===== src/rtl/wm_water_level_ctrl_if.sv =====
// ---------------------------------------------------------------------------
// wm_water_level_ctrl_if
//   Bundle between the main cycle FSM / plant sensors and the water-level
//   sequencer.
//   master : cycle FSM side. It drives the command, abort, pause, door and level
//            signals and observes the ready, valve and status signals.
//   slave  : the sequencer, wm_water_level_ctrl.
//   Signals: cmd_valid/cmd_ready/cmd_op/cmd_target (command handshake),
//            abort, pause, door_closed, water_level (control and sensor inputs),
//            water_valve, drain_valve, busy, done, err_code (outputs).
// ---------------------------------------------------------------------------
interface wm_water_level_ctrl_if #(
   parameter int LEVEL_W = 8
);
   logic               cmd_valid;
   logic               cmd_ready;
   logic [1:0]         cmd_op;
   logic [LEVEL_W-1:0] cmd_target;
   logic               abort;
   logic               pause;
   logic               door_closed;
   logic [LEVEL_W-1:0] water_level;
   logic               water_valve;
   logic               drain_valve;
   logic               busy;
   logic               done;
   logic [1:0]         err_code;

   modport master (
      output cmd_valid, cmd_op, cmd_target, abort, pause, door_closed, water_level,
      input  cmd_ready, water_valve, drain_valve, busy, done, err_code
   );

   modport slave (
      input  cmd_valid, cmd_op, cmd_target, abort, pause, door_closed, water_level,
      output cmd_ready, water_valve, drain_valve, busy, done, err_code
   );
endinterface


===== src/rtl/wm_water_level_ctrl.sv =====
// ---------------------------------------------------------------------------
// wm_water_level_ctrl
//   Water fill/drain sequencer. The block accepts FILL/DRAIN commands and
//   drives the inlet and drain valves until water_level reaches the target.
//   It then closes both valves for SETTLE_CYC cycles, re-checks the level and
//   pulses done. It also handles the door interlock, pause/hold, the
//   per-command active-cycle timeout and abort.
//   Ports:
//     clk  : system clock
//     rst  : synchronous, active-high reset
//     wif  : wm_water_level_ctrl_if.slave. It carries the command handshake,
//            abort, pause, door_closed and water_level inputs, and the
//            registered outputs water_valve, drain_valve, busy, done,
//            cmd_ready and err_code.
//   Build option:
//     WM_LEVEL_FILTER_EN : threshold and re-check decisions need the
//                          condition on two consecutive level samples.
//                          This rejects single-sample sensor glitches.
// ---------------------------------------------------------------------------
module wm_water_level_ctrl #(
   parameter int LEVEL_W     = 8,
   parameter int TIMEOUT_CYC = 1000,
   parameter int SETTLE_CYC  = 4,
   parameter int HYST        = 2
) (
   input logic                  clk,
   input logic                  rst,
   wm_water_level_ctrl_if.slave wif
);
   localparam int TW = $clog2(TIMEOUT_CYC + 1);
   localparam int SW = $clog2(SETTLE_CYC + 1);
   localparam int HW = LEVEL_W + 1;

   localparam logic [1:0] OP_FILL  = 2'b01;
   localparam logic [1:0] OP_DRAIN = 2'b10;
   localparam logic [1:0] ERR_TMO  = 2'b01;
   localparam logic [1:0] ERR_DOOR = 2'b10;
   localparam logic [1:0] ERR_OP   = 2'b11;

   typedef enum logic [2:0] {S_IDLE, S_FILL, S_DRAIN, S_SETTLE, S_HOLD, S_FAULT} state_t;

   state_t             state_q, state_n;
   logic               fill_q, fill_n;       // saved op: 1 = FILL, 0 = DRAIN
   logic [LEVEL_W-1:0] tgt_q, tgt_n;
   logic [TW-1:0]      timer_q, timer_n;
   logic [SW-1:0]      scnt_q, scnt_n;
   logic [1:0]         err_q, err_n;
   logic               done_n;

   // The command has not been latched yet in IDLE, so the boundary checks
   // there look at the live cmd_target.
   logic [LEVEL_W-1:0] cmp_tgt;
   logic               fill_hit, drain_hit, refill_ok, tmo, act_hit;

   assign cmp_tgt = (state_q == S_IDLE) ? wif.cmd_target : tgt_q;
   assign tmo     = (timer_q >= TW'(TIMEOUT_CYC - 1));

   function automatic logic ge_c(input logic [LEVEL_W-1:0] l, input logic [LEVEL_W-1:0] t);
      return l >= t;
   endfunction

   function automatic logic le_c(input logic [LEVEL_W-1:0] l, input logic [LEVEL_W-1:0] t);
      return l <= t;
   endfunction

   // The sum is one bit wider than the level, so a full tank plus HYST
   // cannot wrap around.
   function automatic logic refill_c(input logic [LEVEL_W-1:0] l, input logic [LEVEL_W-1:0] t);
      return ({1'b0, l} + HW'(HYST)) >= {1'b0, t};
   endfunction

`ifdef WM_LEVEL_FILTER_EN
   logic [LEVEL_W-1:0] level_q;

   always_ff @(posedge clk) begin
      if (rst) level_q <= '0;
      else     level_q <= wif.water_level;
   end

   assign fill_hit  = ge_c(wif.water_level, cmp_tgt)     && ge_c(level_q, cmp_tgt);
   assign drain_hit = le_c(wif.water_level, cmp_tgt)     && le_c(level_q, cmp_tgt);
   assign refill_ok = refill_c(wif.water_level, cmp_tgt) && refill_c(level_q, cmp_tgt);
`else
   assign fill_hit  = ge_c(wif.water_level, cmp_tgt);
   assign drain_hit = le_c(wif.water_level, cmp_tgt);
   assign refill_ok = refill_c(wif.water_level, cmp_tgt);
`endif

   always_comb begin
      state_n = state_q;
      fill_n  = fill_q;
      tgt_n   = tgt_q;
      timer_n = timer_q;
      scnt_n  = scnt_q;
      err_n   = err_q;
      done_n  = 1'b0;
      act_hit = (state_q == S_FILL) ? fill_hit : drain_hit;

      if (wif.abort) begin
         state_n = S_IDLE;
         err_n   = 2'b00;
         scnt_n  = '0;
      end else begin
         unique case (state_q)
            S_IDLE: begin
               // cmd_ready is high in every IDLE cycle, so cmd_valid alone
               // accepts the command.
               if (wif.cmd_valid) begin
                  tgt_n   = wif.cmd_target;
                  timer_n = '0;
                  scnt_n  = '0;
                  fill_n  = (wif.cmd_op == OP_FILL);
                  if (wif.cmd_op == OP_FILL) begin
                     if (!wif.door_closed) begin
                        state_n = S_FAULT;
                        err_n   = ERR_DOOR;
                     end else begin
                        state_n = fill_hit ? S_SETTLE : S_FILL;
                     end
                  end else if (wif.cmd_op == OP_DRAIN) begin
                     state_n = drain_hit ? S_SETTLE : S_DRAIN;
                  end else begin
                     state_n = S_FAULT;
                     err_n   = ERR_OP;
                  end
               end
            end
            S_FILL, S_DRAIN: begin
               // The timer saturates at TIMEOUT_CYC. If the threshold wins in
               // the timeout cycle, a later refill still faults at once.
               timer_n = tmo ? TW'(TIMEOUT_CYC) : timer_q + 1'b1;
               if (state_q == S_FILL && !wif.door_closed) begin
                  state_n = S_FAULT;
                  err_n   = ERR_DOOR;
               end else if (tmo && !act_hit) begin
                  state_n = S_FAULT;
                  err_n   = ERR_TMO;
               end else if (wif.pause) begin
                  state_n = S_HOLD;
               end else if (act_hit) begin
                  state_n = S_SETTLE;
                  scnt_n  = '0;
               end
            end
            S_HOLD: begin
               if (!wif.pause) state_n = fill_q ? S_FILL : S_DRAIN;
            end
            S_SETTLE: begin
               if (scnt_q == SW'(SETTLE_CYC - 1)) begin
                  scnt_n = '0;
                  if (fill_q ? refill_ok : drain_hit) begin
                     state_n = S_IDLE;
                     done_n  = 1'b1;
                  end else begin
                     state_n = fill_q ? S_FILL : S_DRAIN;
                  end
               end else begin
                  scnt_n = scnt_q + 1'b1;
               end
            end
            S_FAULT: state_n = S_FAULT;
            default: state_n = S_IDLE;
         endcase
      end
   end

   // The outputs are decoded from the next state and registered. Only one
   // state opens each valve, so the two valves can never be open together.
   always_ff @(posedge clk) begin
      if (rst) begin
         state_q         <= S_IDLE;
         fill_q          <= 1'b0;
         tgt_q           <= '0;
         timer_q         <= '0;
         scnt_q          <= '0;
         err_q           <= 2'b00;
         wif.water_valve <= 1'b0;
         wif.drain_valve <= 1'b0;
         wif.busy        <= 1'b0;
         wif.done        <= 1'b0;
         wif.cmd_ready   <= 1'b1;
      end else begin
         state_q         <= state_n;
         fill_q          <= fill_n;
         tgt_q           <= tgt_n;
         timer_q         <= timer_n;
         scnt_q          <= scnt_n;
         err_q           <= err_n;
         wif.water_valve <= (state_n == S_FILL);
         wif.drain_valve <= (state_n == S_DRAIN);
         wif.busy        <= (state_n != S_IDLE);
         wif.done        <= done_n;
         wif.cmd_ready   <= (state_n == S_IDLE);
      end
   end

   assign wif.err_code = err_q;
endmodule


===== src/flat_wrapper.sv =====
// flat-port wrapper written by rule: the top's interface ports become plain ports
module wm_water_level_ctrl_flat 
#(
   parameter int LEVEL_W     = 8,
   parameter int TIMEOUT_CYC = 1000,
   parameter int SETTLE_CYC  = 4,
   parameter int HYST        = 2
)
  (clk, rst, wif_cmd_valid, wif_cmd_op, wif_cmd_target, wif_abort, wif_pause, wif_door_closed, wif_water_level, wif_cmd_ready, wif_water_valve, wif_drain_valve, wif_busy, wif_done, wif_err_code);
  wm_water_level_ctrl_if #(.LEVEL_W(LEVEL_W)) wif_i ();
  input logic clk;
  input logic rst;
  input wire logic [$bits(wif_i.cmd_valid)-1:0] wif_cmd_valid;
  input wire logic [$bits(wif_i.cmd_op)-1:0] wif_cmd_op;
  input wire logic [$bits(wif_i.cmd_target)-1:0] wif_cmd_target;
  input wire logic [$bits(wif_i.abort)-1:0] wif_abort;
  input wire logic [$bits(wif_i.pause)-1:0] wif_pause;
  input wire logic [$bits(wif_i.door_closed)-1:0] wif_door_closed;
  input wire logic [$bits(wif_i.water_level)-1:0] wif_water_level;
  output wire logic [$bits(wif_i.cmd_ready)-1:0] wif_cmd_ready;
  output wire logic [$bits(wif_i.water_valve)-1:0] wif_water_valve;
  output wire logic [$bits(wif_i.drain_valve)-1:0] wif_drain_valve;
  output wire logic [$bits(wif_i.busy)-1:0] wif_busy;
  output wire logic [$bits(wif_i.done)-1:0] wif_done;
  output wire logic [$bits(wif_i.err_code)-1:0] wif_err_code;
  assign wif_i.cmd_valid = wif_cmd_valid;
  assign wif_i.cmd_op = wif_cmd_op;
  assign wif_i.cmd_target = wif_cmd_target;
  assign wif_i.abort = wif_abort;
  assign wif_i.pause = wif_pause;
  assign wif_i.door_closed = wif_door_closed;
  assign wif_i.water_level = wif_water_level;
  assign wif_cmd_ready = wif_i.cmd_ready;
  assign wif_water_valve = wif_i.water_valve;
  assign wif_drain_valve = wif_i.drain_valve;
  assign wif_busy = wif_i.busy;
  assign wif_done = wif_i.done;
  assign wif_err_code = wif_i.err_code;
  wm_water_level_ctrl #(.LEVEL_W(LEVEL_W), .TIMEOUT_CYC(TIMEOUT_CYC), .SETTLE_CYC(SETTLE_CYC), .HYST(HYST)) u_core (.clk(clk), .rst(rst), .wif(wif_i));
endmodule

===== config.mk =====
export PLATFORM = sky130hd
export DESIGN_NAME = wm_water_level_ctrl_flat
export DESIGN_NICKNAME = d
export VERILOG_FILES = /design/src/rtl/wm_water_level_ctrl_if.sv /design/src/rtl/wm_water_level_ctrl.sv /design/src/flat_wrapper.sv
export SDC_FILE = /design/constraint.sdc
export NUM_CORES = 1
export LEC_CHECK = 0
export BUFFER_PORTS_ARGS = -buffer_cell sky130_fd_sc_hd__buf_2
export CAP_MARGIN = 20
export CORE_MARGIN = 3
export CORE_UTILIZATION = 42
export DETAILED_ROUTE_END_ITERATION = 10
export PLACE_DENSITY = 0.72
export SYNTH_ARGS = -nofsm -noshare
export SYNTH_HDL_FRONTEND = slang
export SYNTH_SLANG_ARGS = --single-unit
export TNS_END_PERCENT = 10

===== constraint.sdc =====
create_clock -name clk -period 5.2 [get_ports clk]
set_input_delay 0.26 -clock clk [delete_from_list [all_inputs] [get_ports clk]]
set_output_delay 0.26 -clock clk [all_outputs]
set_load 0.02 [all_outputs]

# Word-level counts from Yosys, hierarchy flattened
# Cells that the tools add are included.
classes:
  magnitude_cmp: 4
  multipliers: 0
  addsub: 3
  bitwise: 3
  eq_ne: 18
  mux: 37
  shifts: 0
  div: 0
  reduce_logical: 16
op_table:
  columns: ["op", "count"]
  rows:
  - ["3-bit 2-to-1 mux", 18]
  - ["10-bit 2-to-1 mux", 2]
  - ["10-bit one-hot mux with 2 select lines", 1]
  - ["2-bit 2-to-1 mux", 8]
  - ["3-bit one-hot mux with 5 select lines", 1]
  - ["3-bit by 2-bit equality test with 1-bit output (second input constant)", 4]
  - ["10-bit by 1-bit adder with 10-bit output (second input constant)", 1]
  - ["10-bit greater-or-equal comparator (second input constant)", 1]
  - ["8-bit by 2-bit adder with 9-bit output (second input constant)", 1]
  - ["9-bit by 8-bit greater-or-equal comparator with 1-bit output", 1]
  - ["3-bit one-hot mux with 3 select lines", 1]
  - ["8-bit greater-or-equal comparator", 1]
  - ["8-bit less-or-equal comparator", 1]
  - ["8-bit 2-to-1 mux", 1]
  - ["2-bit != test (second input constant)", 4]
  - ["3-bit by 1-bit equality test with 1-bit output (second input constant)", 2]
  - ["3-bit equality test (second input constant)", 2]
  - ["3-bit logical NOT", 2]
  - ["3-bit != test (second input constant)", 2]
  - ["3-bit AND reduction", 2]
  - ["6-bit AND reduction", 1]
  - ["3-bit nonzero test", 2]
  - ["5-bit AND reduction", 1]
  - ["1-bit 2-to-1 mux", 4]
  - ["other kinds (12)", 17]
totals:
  latchBits: 0
  mem_count: 0
  wordCells: 92
  rom_bits: 0
  input_bits: 24
  ff_bits: 32
  mem_bits_rw: 0
  out_inout_bits: 7

# Depth between registers and ports, before layout
depth:
  word_depth: 11
  depth_mapped: 12
  mapped_depth_nobuf: 12

# Worst setup path after synthesis
# OpenSTA, ideal clock, no wires.
synth_timing:
  path_type: "register to register"
  start: "register u_core.state_q[1]"
  end: "register u_core.wif.busy"
  path_stages_with_launch: 13
  path_buffers: 1
  setup_ns: 0.114
  t_required_ns: 5.086
  slack_ns: 1.941
  arrival_ns: 3.145
  period_less_slack_ns: 3.259
  path_cell_list: "dfxtp_1 > buf_2 > nor3_2 > mux2i_1 > ha_1 > and4_1 > nand3_1 > o221a_2 > and3_4 > o41a_1 > nor4_4 > nand3_2 > a21o_1"
synth_via:
  elab_chain_cells: 11
  word_cells_on_any_way: 32
  cone_classes: "3 x order compare; 5 x eq/ne; 18 x mux; 6 x reduce/logical"
synth_rtl:
  columns: ["element", "line", "rtl"]
  rows:
  - ["start: declaration", "wm_water_level_ctrl.sv:42", "state_t state_q, state_n;"]
  - ["start signal: assignment", "wm_water_level_ctrl.sv:183", "state_q <= state_n;"]
  - ["3-bit logical NOT", "wm_water_level_ctrl.sv:55, wm_water_level_ctrl.sv:104", null]
  - ["8-bit 2-to-1 mux", "wm_water_level_ctrl.sv:55", "assign cmp_tgt = (state_q == S_IDLE) ? wif.cmd_target : tgt_q;"]
  - ["8-bit less-or-equal comparator / 8-bit greater-or-equal comparator (equally long branches)", "wm_water_level_ctrl.sv:63, wm_water_level_ctrl.sv:59", null]
  - ["1-bit 2-to-1 mux", "wm_water_level_ctrl.sv:97", "act_hit = (state_q == S_FILL) ? fill_hit : drain_hit;"]
  - ["3-bit 2-to-1 mux / 1-bit logical NOT (equally long branches)", "wm_water_level_ctrl.sv:140, wm_water_level_ctrl.sv:135", null]
  - ["3-bit 2-to-1 mux / 1-bit logical AND (equally long branches)", "wm_water_level_ctrl.sv:138, wm_water_level_ctrl.sv:135", null]
  - ["3-bit 2-to-1 mux", "wm_water_level_ctrl.sv:135", "end else if (tmo && !act_hit) begin"]
  - ["3-bit 2-to-1 mux", "wm_water_level_ctrl.sv:132", "if (state_q == S_FILL && !wif.door_closed) begin"]
  - ["3-bit one-hot mux with 5 select lines (*)", "wm_water_level_ctrl.sv:104", "unique case (state_q)"]
  - ["3-bit 2-to-1 mux (*)", "wm_water_level_ctrl.sv:99", "if (wif.abort) begin"]
  - ["3-bit nonzero test (*)", "wm_water_level_ctrl.sv:191", "wif.busy <= (state_n != S_IDLE);"]
  - ["end signal: assignment", "wm_water_level_ctrl.sv:191", null]
  - ["end: declaration", "wm_water_level_ctrl_if.sv:36", "output cmd_ready, water_valve, drain_valve, busy, done, err_code"]
# Every way passes the cells marked *; elsewhere a longest branch is shown, timed or not.
# A chain may end at the register's enable or synchronous reset.

# Final worst setup path
layout_timing:
  start: "register u_core.state_q[0]"
  end: "register u_core.wif.busy"
# Same word-level chain as after synthesis.

==> flow_summary_export.csv <==
group,metric,value,unit
clock_tree,clk_pin_slew,70,ps
critical_path,critical_path_arrival,3940,ps
placed_design,placer_congestion,0.8924,
routing,route.final.wire_length,5.520,mm
final_layout,drive_above_1_share,0.1778,
routing,routed_via_density,5.662,
grt,largest_net_degree_at_the_start_of_global_routing,24,
clock_tree,cts_sinks,32,
critical_path,startpoint,"u_core.state_q[0]",
logic_synthesis,syn-instance-count,288,
sta,period_minus_slack,3762,ps
logic_synthesis,ys_ff_latch,32,
routing,drt_pre_antenna_iters,4,
clock_tree,clock_latency_at_the_later_pin_of_the_worst_skew_pair,280,ps
logic_synthesis,synth_enable_flop_cells,0,
grt,first_pass_grt_wire_length,9.280,mm
power,power.leakage,1.058,nW
logic_synthesis,synth_area_leader_cell,"dfxtp_1",
critical_path,cell_by_cell_trace_of_the_critical_path,"nor3_2 -> mux2i_1 -> ha_1 -> and4_1 -> nand3_1 -> o221a_2 -> and3_4 -> o41a_1 -> nor4_4 -> nand3_2 -> a21o_1",
critical_path,worst_path_largest_cell_delay,730,ps
final_layout,final-instance-count-excl-fill,385,
grt,groute.usage.overall,0.1812,
sta,final-hold-violation-count,0,
power,power.density,266.7,nW/µm²
critical_path,crit_family,"simple AND/OR/NAND/NOR gates",
routing,drtIter0Drc,241,
sta,fin_worst_skew,6.342,ps
power,power.total,0.6893,mW
critical_path,worstSetupEndpointType,"flop",
placed_design,hpwlAfterDp,4.142,mm
clock_tree,ctsResizeCount,0,
critical_path,reg2reg_from,"u_core.state_q[0]",
logic_synthesis,netlist_area,2290,µm²
logic_synthesis,synth_flop_cell,"dfxtp_1",
floorplanning,chipHeight,79.84,µm
grt,overflow_after_grt,0,
placed_design,dpl.cell_count,376,
clock_tree,clockBufferDepth,2,
worst_hold_path,holdCritStartpoint,"wif_cmd_target[3]",
logic_synthesis,synth_async_sr_flop_share,0,
routing,wire_per_inst,14.34,µm
floorplanning,die_w,79.84,µm
sta,timing.final.setup_violations,0,
critical_path,criticalPathCategory,"flop to flop",
critical_path,crit_fanout,20,
logic_synthesis,synth.top_cells.by_count,"dfxtp_1, nor2_1, a21oi_1, nand2_1, mux2i_1",
final_layout,area_growth_syn_to_layout,12.90,%
clock_tree,tritoncts,"done",
routing,via_count,2180,
power,worst_ir_drop_vdd,0.1299,mV
sta,rsz0062_at_grt,"no",
critical_path,worst-r2r-cell-count,11,
final_layout,finish.net_count,352,
final_layout,final_core_util,0.4966,
routing,antenna_violating_nets_post_route,0,
worst_hold_path,holdCritPathClass,"primary input to flop",
logic_synthesis,post-synth-top-area-fraction,0.2798,
floorplanning,start_util,0.4399,
grt,grt_pass1_vias,2043,
floorplanning,top_level_ports,31,
critical_path,path_buf_inv,0,
sta,worst_rel_slew_slack,0.3136,
logic_synthesis,synthMostInstantiatedCell,"dfxtp_1",
critical_path,worst_r2r_endpoint,"u_core.wif.busy",
sta,setup-tns-final,0,ps
critical_path,critical_path_required,5380,ps
logic_synthesis,syn-num-nets,326,
critical_path,crit_path_start_kind,"flop",
logic_synthesis,yosys-top-cells-area,"dfxtp_1, ha_1, mux2i_1",
floorplanning,die_ar,6374,µm²
routing,remaining_drc_errors,0,
final_layout,antennaDiodeCount,0,
critical_path,slowest_stage,"nor3_2",
grt,initial_antenna_violation_count,0,
clock_tree,ctsHoldBuffers,0,
placed_design,port-buffer-count,30,
sta,layout_worst_path_cycle_share,0.7235,
status,outcome,"complete, no violations",
clock_tree,clock_tree.htree_level_count,2,
sta,max_slew.worst_pin.slew,1026,ps
job,max-cap-violations,0,
sta,timing_max_transition_violations_final,0,
floorplanning,core_area,5205,µm²
logic_synthesis,synth.yosys.seq_area_share,0.2798,
worst_hold_path,worst_hold_path.num_cells,3,
floorplanning,row_count,26,
clock_tree,post_cts.repair.setup_buffers,0,
worst_hold_path,hold-path-endpoint,"u_core.tgt_q[3]",
sta,achievable-frequency,0.2658,GHz
logic_synthesis,synthDistinctLibCells,59,
clock_tree,cts_inserted_buffers,5,
clock_tree,cts.root.buffer_cell,"clkbuf_8",
logic_synthesis,synth.yosys.warnings,0,
critical_path,worst-r2r-setup-slack,1440,ps
sta,holdWs,230.3,ps
logic_synthesis,postSynthAreaPerCell,7.950,µm²
-- cell usage in the layout (no fill, tap or decap), types with 4 or more instances in the layout --
| cell type | instances |
|---|---|
| ha_1 | 14 |
| buf_2 | 31 |
| nor2b_1 | 5 |
| a21oi_1 | 29 |
| and3_1 | 5 |
| nor3_1 | 10 |
| inv_1 | 9 |
| nand2_1 | 24 |
| a21o_1 | 5 |
| clkbuf_8 | 5 |
| nor4_1 | 6 |
| a211oi_1 | 4 |
| nor2_1 | 30 |
| nand3_1 | 12 |
| dfxtp_1 | 32 |
| mux2i_1 | 15 |
| nand2b_1 | 5 |
| xor2_1 | 4 |
| o21ai_0 | 11 |
-- flip-flops by register name, indices dropped and copies added (netlist names) --
name and flops:
u_core.wif.drain_valve 1, u_core.timer_q 10, u_core.scnt_q 3, u_core.tgt_q 8, u_core.state_q 3, u_core.fill_q 1, u_core.wif.cmd_ready 1, u_core.wif.err_code 2
u_core.wif.done 1, u_core.wif.busy 1, u_core.wif.water_valve 1
-- layer usage --
metal  vias to the layer above  track usage  share of wire
li1                       1112            -              -
met1                       988       0.2488           0.46
met2                        69       0.2830           0.45
met3                        11      0.03950          0.065
met4                         0      0.05405          0.016
met5                         -            0              0
-- how the worst max path moves through the flow --
stage,endpoint,slack [ps],cells after the start
2_1_floorplan,u_core.wif.busy,1940,12
3_3_place_gp,u_core.state_q[0],1620,10
3_5_place_dp,u_core.wif.busy,1470,11
4_1_cts,u_core.wif.busy,1470,11
5_1_grt,u_core.wif.busy,1150,11
6_report,u_core.wif.busy,1440,11
-- report_power, final --
group          leakage, nW  total (mW)  internal, mW  switching, mW
clock network       0.0552       0.236         0.142         0.0939
logic                0.743       0.186        0.0792          0.106
registers            0.260       0.268         0.255         0.0124
-- area by class of cell --
type	instances	area (µm²)
Fill cell	518	2620
Multi-Input combinational cell	235	1560
Sequential cell	32	640.6
Timing Repair Buffer	31	155.1
Tap cell	70	87.58
Clock buffer	6	72.57
Clock inverter	2	35.03
Inverter	9	33.78
-- worst min-delay path: cells and delay by family --
family / cells / cell delay [ps]
buf+inv: 1 / 90
mux: 1 / 60
simple gates: 1 / 80
-- through the flow --
step / instance area [µm²] / worst slack [ps]
2_1_floorplan: 2290 / 1941
3_3_place_gp: 2472 / 1625
3_5_place_dp: 2472 / 1474
4_1_cts: 2580 / 1468
5_1_grt: 2585 / 1150
6_report: 2585 / 1438
-- cell families after synthesis --
| group | share of synthesized area |
|---|---|
| flops | 0.2798 |
| compound gates | 0.2306 |
| xor+xnor | 0.02678 |
| buf+inv | 0.03880 |
| mux | 0.07541 |
| fa+ha+maj | 0.07650 |
| simple gates | 0.2721 |
Note: power is estimated with default switching activity, not from simulation.
